### config.mk
export PLATFORM = sky130hd
export DESIGN_NAME = mu_alu_dispatch_flat
export DESIGN_NICKNAME = d
export VERILOG_FILES = /design/src/rtl/mu_pkg.sv /design/src/rtl/mu_alu_dispatch_if.sv /design/src/rtl/mu_cmd_fifo.sv /design/src/rtl/mu_alu_dispatch.sv /design/src/flat_wrapper.sv
export SDC_FILE = /design/constraint.sdc
export NUM_CORES = 1
export LEC_CHECK = 0
export CORE_UTILIZATION = 36
export DETAILED_ROUTE_END_ITERATION = 8
export PLACE_DENSITY = 0.66
export SLEW_MARGIN = 15
export SYNTH_ARGS = -nofsm -noshare
export SYNTH_HDL_FRONTEND = slang
export SYNTH_SLANG_ARGS = --single-unit
### constraint.sdc
create_clock -name clk -period 8.82 [get_ports clk]
set_input_delay 0.882 -clock clk [delete_from_list [all_inputs] [get_ports clk]]
set_output_delay 0.882 -clock clk [all_outputs]
set_load 0.01 [all_outputs]
### src/rtl/mu_pkg.sv
`default_nettype none
// ============================================================================
// Module      : mu_pkg
// Description : Shared definitions for the ALU dispatch slice: data/op/tag
//               widths, op code constants, the Q16.16 unit constant, the
//               dispatch state encoding and the queued command record.
// Revision    : 1.0 - initial release
// ============================================================================
package mu_pkg;

  localparam int DATA_W = 32;
  localparam int OP_W   = 3;
  localparam int TAG_W  = 4;

  // Op codes understood by the downstream ALU; this block never decodes them.
  localparam logic [OP_W-1:0] OP_ADD          = 3'd0;
  localparam logic [OP_W-1:0] OP_SUB          = 3'd1;
  localparam logic [OP_W-1:0] OP_MUL          = 3'd2;
  localparam logic [OP_W-1:0] OP_DIV          = 3'd3;
  localparam logic [OP_W-1:0] OP_LOG2         = 3'd4;
  localparam logic [OP_W-1:0] OP_INFO_GAIN    = 3'd5;
  localparam logic [OP_W-1:0] OP_CLAIM_FACTOR = 3'd6;

  // 1.0 in Q16.16 fixed point.
  localparam logic [DATA_W-1:0] Q16_ONE = 32'h0001_0000;

  typedef enum logic [1:0] {
    ST_IDLE  = 2'd0,
    ST_ISSUE = 2'd1,
    ST_DRAIN = 2'd2,
    ST_RESP  = 2'd3
  } dispatch_state_e;

  typedef struct packed {
    logic [OP_W-1:0]   op;
    logic [DATA_W-1:0] a;
    logic [DATA_W-1:0] b;
    logic [TAG_W-1:0]  tag;
  } cmd_t;

  localparam int CMD_W = $bits(cmd_t);

endpackage
`default_nettype wire

### src/rtl/mu_alu_dispatch_if.sv
`default_nettype none
// ============================================================================
// Module      : mu_alu_dispatch_if
// Description : Bundle of the three handshake channels around the dispatcher:
//               command in (cmd_*), ALU request/response (alu_*), and the
//               response out (rsp_*).
//   master : environment side (requester + ALU + response consumer)
//   slave  : dispatcher side
// Revision    : 1.0 - initial release
// ============================================================================
interface mu_alu_dispatch_if;
  import mu_pkg::*;

  // command channel
  logic              cmd_valid;
  logic              cmd_ready;
  logic [OP_W-1:0]   cmd_op;
  logic [DATA_W-1:0] cmd_a;
  logic [DATA_W-1:0] cmd_b;
  logic [TAG_W-1:0]  cmd_tag;

  // ALU channel
  logic              alu_valid;
  logic [OP_W-1:0]   alu_op;
  logic [DATA_W-1:0] alu_a;
  logic [DATA_W-1:0] alu_b;
  logic [DATA_W-1:0] alu_result;
  logic              alu_ready;
  logic              alu_overflow;

  // response channel
  logic              rsp_valid;
  logic              rsp_ready;
  logic [DATA_W-1:0] rsp_result;
  logic              rsp_overflow;
  logic [TAG_W-1:0]  rsp_tag;

  modport master (
    output cmd_valid, cmd_op, cmd_a, cmd_b, cmd_tag,
    input  cmd_ready,
    input  alu_valid, alu_op, alu_a, alu_b,
    output alu_result, alu_ready, alu_overflow,
    input  rsp_valid, rsp_result, rsp_overflow, rsp_tag,
    output rsp_ready
  );

  modport slave (
    input  cmd_valid, cmd_op, cmd_a, cmd_b, cmd_tag,
    output cmd_ready,
    output alu_valid, alu_op, alu_a, alu_b,
    input  alu_result, alu_ready, alu_overflow,
    output rsp_valid, rsp_result, rsp_overflow, rsp_tag,
    input  rsp_ready
  );

endinterface
`default_nettype wire

### src/rtl/mu_cmd_fifo.sv
`default_nettype none
// ============================================================================
// Module      : mu_cmd_fifo
// Description : Synchronous single-clock FIFO with registered read/write
//               pointers and an occupancy counter. The head entry is presented
//               combinationally on data_o. Push while full and pop while empty
//               are ignored.
// Ports       : clk, rst_n (async, active-low)
//               push_i / data_i  - write at tail
//               pop_i            - retire head
//               data_o           - head entry
//               count_o          - occupancy, 0..DEPTH
// Revision    : 1.0 - initial release
// ============================================================================
module mu_cmd_fifo #(
  parameter int DEPTH = 4,   // power of two, 2..16
  parameter int WIDTH = 8
) (
  input  wire  logic                       clk,
  input  wire  logic                       rst_n,
  input  wire  logic                       push_i,
  input  wire  logic [WIDTH-1:0]           data_i,
  input  wire  logic                       pop_i,
  output logic       [WIDTH-1:0]           data_o,
  output logic       [$clog2(DEPTH):0]     count_o
);

  localparam int PTR_W = $clog2(DEPTH);
  localparam int CNT_W = PTR_W + 1;
  localparam logic [CNT_W-1:0] FULL_CNT = CNT_W'(DEPTH);

  logic [WIDTH-1:0] mem_q [DEPTH];
  logic [PTR_W-1:0] wr_ptr_q;
  logic [PTR_W-1:0] rd_ptr_q;
  logic [CNT_W-1:0] count_q;

  logic do_push;
  logic do_pop;

  assign do_push = push_i && (count_q != FULL_CNT);
  assign do_pop  = pop_i  && (count_q != '0);

  // Storage carries no reset; only pointers and count define validity.
  always_ff @(posedge clk) begin
    if (do_push) begin
      mem_q[wr_ptr_q] <= data_i;
    end
  end

  // DEPTH is a power of two, so pointer increment wraps naturally.
  always_ff @(posedge clk or negedge rst_n) begin
    if (!rst_n) begin
      wr_ptr_q <= '0;
      rd_ptr_q <= '0;
      count_q  <= '0;
    end else begin
      if (do_push) begin
        wr_ptr_q <= wr_ptr_q + 1'b1;
      end
      if (do_pop) begin
        rd_ptr_q <= rd_ptr_q + 1'b1;
      end
      if (do_push && !do_pop) begin
        count_q <= count_q + 1'b1;
      end else if (do_pop && !do_push) begin
        count_q <= count_q - 1'b1;
      end
    end
  end

  assign data_o  = mem_q[rd_ptr_q];
  assign count_o = count_q;

endmodule
`default_nettype wire

### src/rtl/mu_alu_dispatch.sv
`default_nettype none
// ============================================================================
// Module      : mu_alu_dispatch
// Description : Queues tagged ALU commands and issues them one at a time to an
//               external ALU, returning each result (or a timeout response)
//               with its tag, strictly in arrival order. No arithmetic is done
//               here; operands and results pass through untouched.
// Ports       : clk, rst_n       - clock, async active-low reset
//               dsp_if (slave)   - cmd_*, alu_*, rsp_* handshake channels
//               busy_o           - FSM not idle or commands queued
//               timeout_pulse_o  - one-cycle pulse when the ALU times out
// Revision    : 1.0 - initial release
// ============================================================================
module mu_alu_dispatch
  import mu_pkg::*;
#(
  parameter int FIFO_DEPTH = 4,   // power of two, 2..16
  parameter int TIMEOUT    = 15   // ISSUE cycles tolerated without alu_ready
) (
  input  wire logic          clk,
  input  wire logic          rst_n,
  mu_alu_dispatch_if.slave   dsp_if,
  output logic               busy_o,
  output logic               timeout_pulse_o
);

  localparam int CNT_W = $clog2(FIFO_DEPTH) + 1;
  localparam int TMR_W = (TIMEOUT < 1) ? 1 : $clog2(TIMEOUT + 1);
  localparam logic [CNT_W-1:0] FULL_CNT = CNT_W'(FIFO_DEPTH);
  localparam logic [TMR_W-1:0] TMO_VAL  = TMR_W'(TIMEOUT);

  // --------------------------------------------------------------------------
  // Command queue
  // --------------------------------------------------------------------------
  cmd_t             tail_cmd;
  cmd_t             head_cmd;
  logic [CMD_W-1:0] head_vec;
  logic [CNT_W-1:0] fifo_count;
  logic             fifo_full;
  logic             fifo_empty;
  logic             push;
  logic             pop;

  assign tail_cmd   = {dsp_if.cmd_op, dsp_if.cmd_a, dsp_if.cmd_b, dsp_if.cmd_tag};
  assign head_cmd   = head_vec;
  assign fifo_full  = (fifo_count == FULL_CNT);
  assign fifo_empty = (fifo_count == '0);
  assign push       = dsp_if.cmd_valid && !fifo_full;

  mu_cmd_fifo #(
    .DEPTH (FIFO_DEPTH),
    .WIDTH (CMD_W)
  ) u_cmd_fifo (
    .clk     (clk),
    .rst_n   (rst_n),
    .push_i  (push),
    .data_i  (tail_cmd),
    .pop_i   (pop),
    .data_o  (head_vec),
    .count_o (fifo_count)
  );

  // --------------------------------------------------------------------------
  // Dispatch FSM, ALU timer and output registers
  // --------------------------------------------------------------------------
  dispatch_state_e   state_q;
  logic [TMR_W-1:0]  timer_q;
  logic              alu_valid_q;
  logic [OP_W-1:0]   alu_op_q;
  logic [DATA_W-1:0] alu_a_q;
  logic [DATA_W-1:0] alu_b_q;
  logic              rsp_valid_q;
  logic [DATA_W-1:0] rsp_result_q;
  logic              rsp_overflow_q;
  logic [TAG_W-1:0]  rsp_tag_q;
  logic              tmo_pulse_q;
  logic              tmo_hit;

  assign tmo_hit = (timer_q == TMO_VAL);

  // The head entry retires the cycle the ALU answers or the timer expires;
  // the FIFO head stays valid throughout ISSUE, so its tag is read directly.
  assign pop = (state_q == ST_ISSUE) && (dsp_if.alu_ready || tmo_hit);

  always_ff @(posedge clk or negedge rst_n) begin
    if (!rst_n) begin
      state_q        <= ST_IDLE;
      timer_q        <= '0;
      alu_valid_q    <= 1'b0;
      alu_op_q       <= '0;
      alu_a_q        <= '0;
      alu_b_q        <= '0;
      rsp_valid_q    <= 1'b0;
      rsp_result_q   <= '0;
      rsp_overflow_q <= 1'b0;
      rsp_tag_q      <= '0;
      tmo_pulse_q    <= 1'b0;
    end else begin
      tmo_pulse_q <= 1'b0;
      case (state_q)
        ST_IDLE: begin
          if (!fifo_empty) begin
            alu_op_q    <= head_cmd.op;
            alu_a_q     <= head_cmd.a;
            alu_b_q     <= head_cmd.b;
            alu_valid_q <= 1'b1;
            timer_q     <= '0;
            state_q     <= ST_ISSUE;
          end
        end

        ST_ISSUE: begin
          if (dsp_if.alu_ready) begin
            rsp_result_q   <= dsp_if.alu_result;
            rsp_overflow_q <= dsp_if.alu_overflow;
            rsp_tag_q      <= head_cmd.tag;
            alu_valid_q    <= 1'b0;
            state_q        <= ST_DRAIN;
          end else if (tmo_hit) begin
            // Synthesised error response: zero result flagged as overflow.
            rsp_result_q   <= '0;
            rsp_overflow_q <= 1'b1;
            rsp_tag_q      <= head_cmd.tag;
            tmo_pulse_q    <= 1'b1;
            alu_valid_q    <= 1'b0;
            state_q        <= ST_DRAIN;
          end else begin
            timer_q <= timer_q + 1'b1;
          end
        end

        ST_DRAIN: begin
          // Wait for the ALU to drop ready so a stale ready cannot be taken
          // as the answer to the next request.
          if (!dsp_if.alu_ready) begin
            rsp_valid_q <= 1'b1;
            state_q     <= ST_RESP;
          end
        end

        ST_RESP: begin
          if (dsp_if.rsp_ready) begin
            rsp_valid_q <= 1'b0;
            state_q     <= ST_IDLE;
          end
        end

        default: begin
          state_q <= ST_IDLE;
        end
      endcase
    end
  end

  // --------------------------------------------------------------------------
  // Outputs
  // --------------------------------------------------------------------------
  assign dsp_if.cmd_ready    = !fifo_full;
  assign dsp_if.alu_valid    = alu_valid_q;
  assign dsp_if.alu_op       = alu_op_q;
  assign dsp_if.alu_a        = alu_a_q;
  assign dsp_if.alu_b        = alu_b_q;
  assign dsp_if.rsp_valid    = rsp_valid_q;
  assign dsp_if.rsp_result   = rsp_result_q;
  assign dsp_if.rsp_overflow = rsp_overflow_q;
  assign dsp_if.rsp_tag      = rsp_tag_q;

  assign busy_o          = (state_q != ST_IDLE) || !fifo_empty;
  assign timeout_pulse_o = tmo_pulse_q;

endmodule
`default_nettype wire
### src/flat_wrapper.sv
// flat-port wrapper written by rule: the top's interface ports become plain ports
module mu_alu_dispatch_flat import mu_pkg::*;
#(
  parameter int FIFO_DEPTH = 4,                         
  parameter int TIMEOUT    = 15                                              
)
  (clk, rst_n, busy_o, timeout_pulse_o, dsp_if_cmd_valid, dsp_if_cmd_op, dsp_if_cmd_a, dsp_if_cmd_b, dsp_if_cmd_tag, dsp_if_cmd_ready, dsp_if_alu_valid, dsp_if_alu_op, dsp_if_alu_a, dsp_if_alu_b, dsp_if_alu_result, dsp_if_alu_ready, dsp_if_alu_overflow, dsp_if_rsp_valid, dsp_if_rsp_result, dsp_if_rsp_overflow, dsp_if_rsp_tag, dsp_if_rsp_ready);
  mu_alu_dispatch_if dsp_if_i ();
  input  wire logic clk;
  input  wire logic rst_n;
  output logic busy_o;
  output logic timeout_pulse_o;
  input wire logic [$bits(dsp_if_i.cmd_valid)-1:0] dsp_if_cmd_valid;
  input wire logic [$bits(dsp_if_i.cmd_op)-1:0] dsp_if_cmd_op;
  input wire logic [$bits(dsp_if_i.cmd_a)-1:0] dsp_if_cmd_a;
  input wire logic [$bits(dsp_if_i.cmd_b)-1:0] dsp_if_cmd_b;
  input wire logic [$bits(dsp_if_i.cmd_tag)-1:0] dsp_if_cmd_tag;
  output wire logic [$bits(dsp_if_i.cmd_ready)-1:0] dsp_if_cmd_ready;
  output wire logic [$bits(dsp_if_i.alu_valid)-1:0] dsp_if_alu_valid;
  output wire logic [$bits(dsp_if_i.alu_op)-1:0] dsp_if_alu_op;
  output wire logic [$bits(dsp_if_i.alu_a)-1:0] dsp_if_alu_a;
  output wire logic [$bits(dsp_if_i.alu_b)-1:0] dsp_if_alu_b;
  input wire logic [$bits(dsp_if_i.alu_result)-1:0] dsp_if_alu_result;
  input wire logic [$bits(dsp_if_i.alu_ready)-1:0] dsp_if_alu_ready;
  input wire logic [$bits(dsp_if_i.alu_overflow)-1:0] dsp_if_alu_overflow;
  output wire logic [$bits(dsp_if_i.rsp_valid)-1:0] dsp_if_rsp_valid;
  output wire logic [$bits(dsp_if_i.rsp_result)-1:0] dsp_if_rsp_result;
  output wire logic [$bits(dsp_if_i.rsp_overflow)-1:0] dsp_if_rsp_overflow;
  output wire logic [$bits(dsp_if_i.rsp_tag)-1:0] dsp_if_rsp_tag;
  input wire logic [$bits(dsp_if_i.rsp_ready)-1:0] dsp_if_rsp_ready;
  assign dsp_if_i.cmd_valid = dsp_if_cmd_valid;
  assign dsp_if_i.cmd_op = dsp_if_cmd_op;
  assign dsp_if_i.cmd_a = dsp_if_cmd_a;
  assign dsp_if_i.cmd_b = dsp_if_cmd_b;
  assign dsp_if_i.cmd_tag = dsp_if_cmd_tag;
  assign dsp_if_cmd_ready = dsp_if_i.cmd_ready;
  assign dsp_if_alu_valid = dsp_if_i.alu_valid;
  assign dsp_if_alu_op = dsp_if_i.alu_op;
  assign dsp_if_alu_a = dsp_if_i.alu_a;
  assign dsp_if_alu_b = dsp_if_i.alu_b;
  assign dsp_if_i.alu_result = dsp_if_alu_result;
  assign dsp_if_i.alu_ready = dsp_if_alu_ready;
  assign dsp_if_i.alu_overflow = dsp_if_alu_overflow;
  assign dsp_if_rsp_valid = dsp_if_i.rsp_valid;
  assign dsp_if_rsp_result = dsp_if_i.rsp_result;
  assign dsp_if_rsp_overflow = dsp_if_i.rsp_overflow;
  assign dsp_if_rsp_tag = dsp_if_i.rsp_tag;
  assign dsp_if_i.rsp_ready = dsp_if_rsp_ready;
  mu_alu_dispatch #(.FIFO_DEPTH(FIFO_DEPTH), .TIMEOUT(TIMEOUT)) u_core (.clk(clk), .rst_n(rst_n), .dsp_if(dsp_if_i), .busy_o(busy_o), .timeout_pulse_o(timeout_pulse_o));
endmodule
==> Word-level counts from Yosys, hierarchy flattened <==
Memory sizes are Yosys's and may differ from the RTL's.
Index checks and enable logic that the tools add are counted.
{ "word_totals": {"ff_bits": 120, "mem_bits_rw": 284, "input_bits": 109, "output_inout_bits": 109, "word_cells": 89, "n_memories": 1} }
{ "op_classes": {"addsub": 5, "n_eq_ne": 12, "n_mux": 30, "bitwise": 1, "reduce_logical": 26} }
{ "mem_list": {"columns": ["memory", "words", "word_bits", "read_ports", "rd_clocked_by_memory_dff", "wr", "line_no", "text"], "rows": [
  ["u_core.u_cmd_fifo.mem_q", 4, 71, 1, 0, 1, "mu_cmd_fifo.sv:32", "logic [WIDTH-1:0] mem_q [DEPTH];"]
]} }
{ "op_table": {"columns": ["cell", "n"], "rows": [
  ["2-to-1 mux 32 bit", 2],
  ["2-to-1 mux 4 bit", 5],
  ["2-to-1 mux 1 bit", 12],
  ["2-to-1 mux 2 bit", 5],
  ["inequality test 2 bit (second input constant)", 5],
  ["nonzero test 2 bit", 5],
  ["one-hot mux 2 bit (4 select lines)", 1],
  ["one-hot mux 4 bit (2 select lines)", 1],
  ["AND reduction 4 bit", 2],
  ["logical AND 1 bit", 6],
  ["2-to-1 mux 3 bit", 2],
  ["AND reduction 3 bit", 2],
  ["adder 2 x 1 -> 2 bit (second input constant)", 2],
  ["adder 4 x 1 -> 4 bit (second input constant)", 1],
  ["equality test 2 bit (second input constant)", 2],
  ["equality test 4 bit (second input constant)", 1],
  ["logical NOT 1 bit", 4],
  ["one-hot mux 1 bit (2 select lines)", 2],
  ["AND reduction 2 bit", 2],
  ["adder 3 x 1 -> 3 bit (second input constant)", 1],
  ["equality test 3 bit (second input constant)", 1],
  ["logical NOT 3 bit", 1],
  ["inequality test 3 x 2 -> 1 bit (second input constant)", 1],
  ["inequality test 3 bit (second input constant)", 1],
  ["6 further kinds", 7]
]} }

==> Logic depth before layout (Yosys ltp) <==
{ "depth": {"word_depth": 8, "mapped_depth": 12} }

==> Cells and area by module <==
From an unflattened synthesis, not the netlist that was laid out.
{ "hier_totals": {"hier_cells": 705, "hier_area_um2": 15140.8} }
{ "modules_own_cells": {"columns": ["module", "instances", "cells_per_inst", "area_per_inst_um2", "seq_area_each_um2"], "rows": [
  ["mu_cmd_fifo", 1, 405, 10725.3, 8703.3],
  ["mu_alu_dispatch", 1, 300, 4415.5, 2827.7]
]} }

==> Least setup slack after synthesis <==
OpenSTA, ideal clock, no wires.
{ "synth_path": {"kind": "input to register", "start": "input port dsp_if_cmd_valid", "end": "memory u_core.u_cmd_fifo.mem_q[1][0] in the netlist's numbering, enable pin", "setup_time_ns": 0.437, "t_arrival_ns": 2.594, "required_ns": 8.383, "slack_ns": 5.789, "path_stages": 1, "path_buffers": 0, "cell_sequence": "and3_1"} }
{ "synth_between": {"elab_chain_cells": 4} }
{ "synth_lines": {"columns": ["item", "line_no", "text"], "rows": [
  ["from (decl)", "flat_wrapper.sv:13", "input wire logic [$bits(dsp_if_i.cmd_valid)-1:0] dsp_if_cmd_valid;"],
  ["logical AND 1 bit", "mu_alu_dispatch.sv:48", "assign push = dsp_if.cmd_valid && !fifo_full;"],
  ["logical AND 1 bit", "mu_cmd_fifo.sv:40", "assign do_push = push_i && (count_q != FULL_CNT);"],
  ["2-to-1 mux 1 bit", "mu_cmd_fifo.sv:45", "if (do_push) begin"],
  ["2-to-1 mux 1 bit (not written as such)", "mu_cmd_fifo.sv:46", "mem_q[wr_ptr_q] <= data_i;"],
  ["to (decl)", "mu_cmd_fifo.sv:32", null]
]} }
Every way passes these cells.

==> Worst setup path after layout <==
{ "layout_path": {"start": "register u_core.state_q[0]", "end": "output port busy_o"} }
{ "layout_between": {"elab_chain_cells": 2} }
{ "layout_lines": {"columns": ["item", "line_no", "text"], "rows": [
  ["from (decl)", "mu_alu_dispatch.sv:66", "dispatch_state_e state_q;"],
  ["from (signal assigned)", "mu_alu_dispatch.sv:87", "state_q <= ST_IDLE;"],
  ["from (signal assigned)", "mu_alu_dispatch.sv:108", "state_q <= ST_ISSUE;"],
  ["from (signal assigned)", "mu_alu_dispatch.sv:118", "state_q <= ST_DRAIN;"],
  ["nonzero test 2 bit", "mu_alu_dispatch.sv:168", "assign busy_o = (state_q != ST_IDLE) || !fifo_empty;"],
  ["logical OR 1 bit", "mu_alu_dispatch.sv:168", null],
  ["to (decl)", "flat_wrapper.sv:11", "output logic busy_o;"]
]} }
Every way passes these cells.

==> metrics.txt <==
DIE HEIGHT=206.5 microns; Worst VDD drop=0.0001971 V; number of enable flip-flop cells after synthesis=284; vias in the first global route=7,558; Final min period=3.316 ns; Setup Viol. Count Final=0; Setup Skew=0.01603 ns; post-CTS sizing=0; startpoint class of the critical path=flip-flop; relative slew slack=0.2534; final max-slew violation count=0; non-filler cells, final=1,501; buffers inserted by post-CTS timing repair=0; Crit Path Category=flip-flop to output pin; vias=7,363; PD cells=357.4 nW/um^2; post-synth top area share=0.5667; ys async rst share=0.2970; Slowest cell on crit path=or4b_4; endpoint class of the critical path=output pin; unrepaired setup endpoints after global routing=no; clk_lat worst skew=0.57 ns; drt total wl=29.99 mm; cell with the most instances after synthesis=edfxtp_1; layout cell share with drive strength beyond 1=0.2301; Antenna Cells=0; DRC errors left=23; setup TNS after final layout=0 ns; Post-DRT Antenna Nets=0; Initial DRC Count=412; #FFs+latches synth=404; CTS tree=yes; Syn Inst Count=695; WL/cell=19.98 microns; Max H-tree Level=2; run status=complete, but fails checks; hpwl dp=16.99 mm; Syn. warnings=0; CP Cell Sequence=inv_1 > ha_1 > or4b_4 > clkdlybuf4s50_1; Final period util=0.3760; area grow syn2layout=28.04%; die area=42,620 sq um; CTS Sinks=404; Hold Slack=0.3630 ns; register area share after synthesis=0.7663; most common library cells after synthesis=edfxtp_1 (284), dfrtp_1 (120), mux2_2 (69), mux4_2 (68), a22o_1 (33); Final Hold Viols=0; initial core utilization=0.3669; prevailing post-synth register cell=edfxtp_1; hold crit path type=input port to async pin; syn_nets=816; Max-Cap Viols=0; P_leak=6.867 nW; DR vias/cell=4.905; IO Count=218; Peak Freq=0.3015 GHz; crit path DAT=2.43 ns; area leader, netlist=edfxtp_1; Avg Inst Size Synth=21.65 sq um; clk slew on worst S/H paths=0.05 ns; fin nets=1,055; CTS Buf Count=44; count of different cell masters after synthesis=39; die width=206.5 microns; CORE AREA=41,020 sq um; Final GP Congestion=0.7478; # rows=74; Pwr Total=6.886 mW; cts hold-fix bufs=0; cell at the root of the clock tree=clkbuf_16; first-pass GRT wire length=44.68 mm; synth top area cells=edfxtp_1 (57%), dfrtp_1 (20%), mux4_2 (10%); R2R cell count=8; slew of the pin with the lowest slew margin=1.120 ns; GRT Util Overall=0.1423; Max Root-Sink Buffers=3; initial antenna violation count=2; Mapped Area=15,050 sq um; GR Overflow Total=0; number of port buffers=217; dpl cells=1,420; largest net degree at the start of global routing=72; CP Max Fanout=4; failing checks=design-rule violations; CP max stage delay=0.54 ns; drt first pass iters=9; CP Data Required Time=7.94 ns
metal layers:
metal / vias up / global-route usage / share of wire
met5: - / 0 / 0.00070
met1: 3801 / 0.1900 / 0.44
li1: 3280 / - / -
met2: 242 / 0.2254 / 0.47
met4: 4 / 0.05095 / 0.019
met3: 36 / 0.03548 / 0.074
path summary, 6_finish.rpt:
kind | from | endpoint | slack [ns]
min in group clk | u_core.dsp_if.rsp_tag[3] | u_core.dsp_if.rsp_tag[3] | 0.47
max reg2reg | u_core.state_q[1] | u_core.u_cmd_fifo.count_o[1] | 6.06
min reg2reg | u_core.dsp_if.rsp_tag[3] | u_core.dsp_if.rsp_tag[3] | 0.47
min | rst_n | u_core.dsp_if.rsp_result[25] | 0.36
max | u_core.state_q[0] | busy_o | 5.50
max in group asynchronous | rst_n | u_core.dsp_if.rsp_result[3] | 7.20
layout by cell type, fill, tap and decap left out, types with 3 or more instances in the layout:
cell type and instances:
edfxtp_1 284, clkdlybuf4s50_1 216, dfrtp_1 118, mux2_2 69
mux4_2 68, clkbuf_16 45, a22o_1 33, nand2_1 17
clkbuf_1 13, ha_1 11, nor2_1 8, inv_1 8
bufinv_16 8, buf_4 8, nand3_1 5, and3_4 4
xnor2_1 4, a21oi_1 4, clkinv_1 4, clkinv_2 4
o21ai_0 3, mux4_1 3, clkbuf_8 3
kinds of logic after synthesis:
| kind of cell | count (synthesis) | share of synthesized area |
|---|---|---|
| AND/OR/NAND/NOR | 43 | 0.01447 |
| XOR/XNOR | 6 | 0.003492 |
| AO/OA/AOI/OAI | 47 | 0.02528 |
| multiplexers | 142 | 0.1603 |
| adder cells (fa/ha/maj) | 12 | 0.01048 |
| flip-flops | 404 | 0.7663 |
| buffers and inverters | 41 | 0.01971 |
layout make-up:
type	count	area, sq um
sequential	404	11540
fill	3408	21750
inverter	8	30.03
clock inverter	20	330.3
clock buffer	61	1216
multi-input combinational	250	3242
tap	532	665.6
timing repair buffer	226	2245
state kept, by name, summed over array words and instances, names as in the netlist:
signal                      flops
u_core.dsp_if.alu_a            32
u_core.dsp_if.alu_b            32
u_core.dsp_if.alu_op            3
u_core.dsp_if.alu_valid         1
u_core.dsp_if.rsp_overflow      1
u_core.dsp_if.rsp_result       32
u_core.dsp_if.rsp_tag           4
u_core.dsp_if.rsp_valid         1
u_core.state_q                  2
u_core.timeout_pulse_o          1
u_core.timer_q                  4
u_core.u_cmd_fifo.count_o       3
u_core.u_cmd_fifo.mem_q       284
u_core.u_cmd_fifo.rd_ptr_q      2
u_core.u_cmd_fifo.wr_ptr_q      2
metrics by stage:
stage	worst slack [ns]	instance area, sq um	util
after floorplan	5.789	15050	-
after global placement	5.549	17720	0.4319
after detailed placement	5.513	17720	0.4319
after CTS	5.441	19260	0.4696
after global routing	5.376	19270	0.4697
final	5.504	19270	0.4697
critical path, delay by kind of cell, from the launching register on:
family	cells	cell delay, ns
buf+inv	2	0.64
simple gates	1	0.54
fa+ha+maj	1	0.30
flops	1	0.40
power by group:
part	switching, mW	internal, mW	leakage, nW
Combinational	0.874	1.16	2.08
Sequential	0.300	2.61	4.05
Clock	0.731	1.21	0.746
Total	1.91	4.98	6.87
Power figures use the tool's default switching activity.
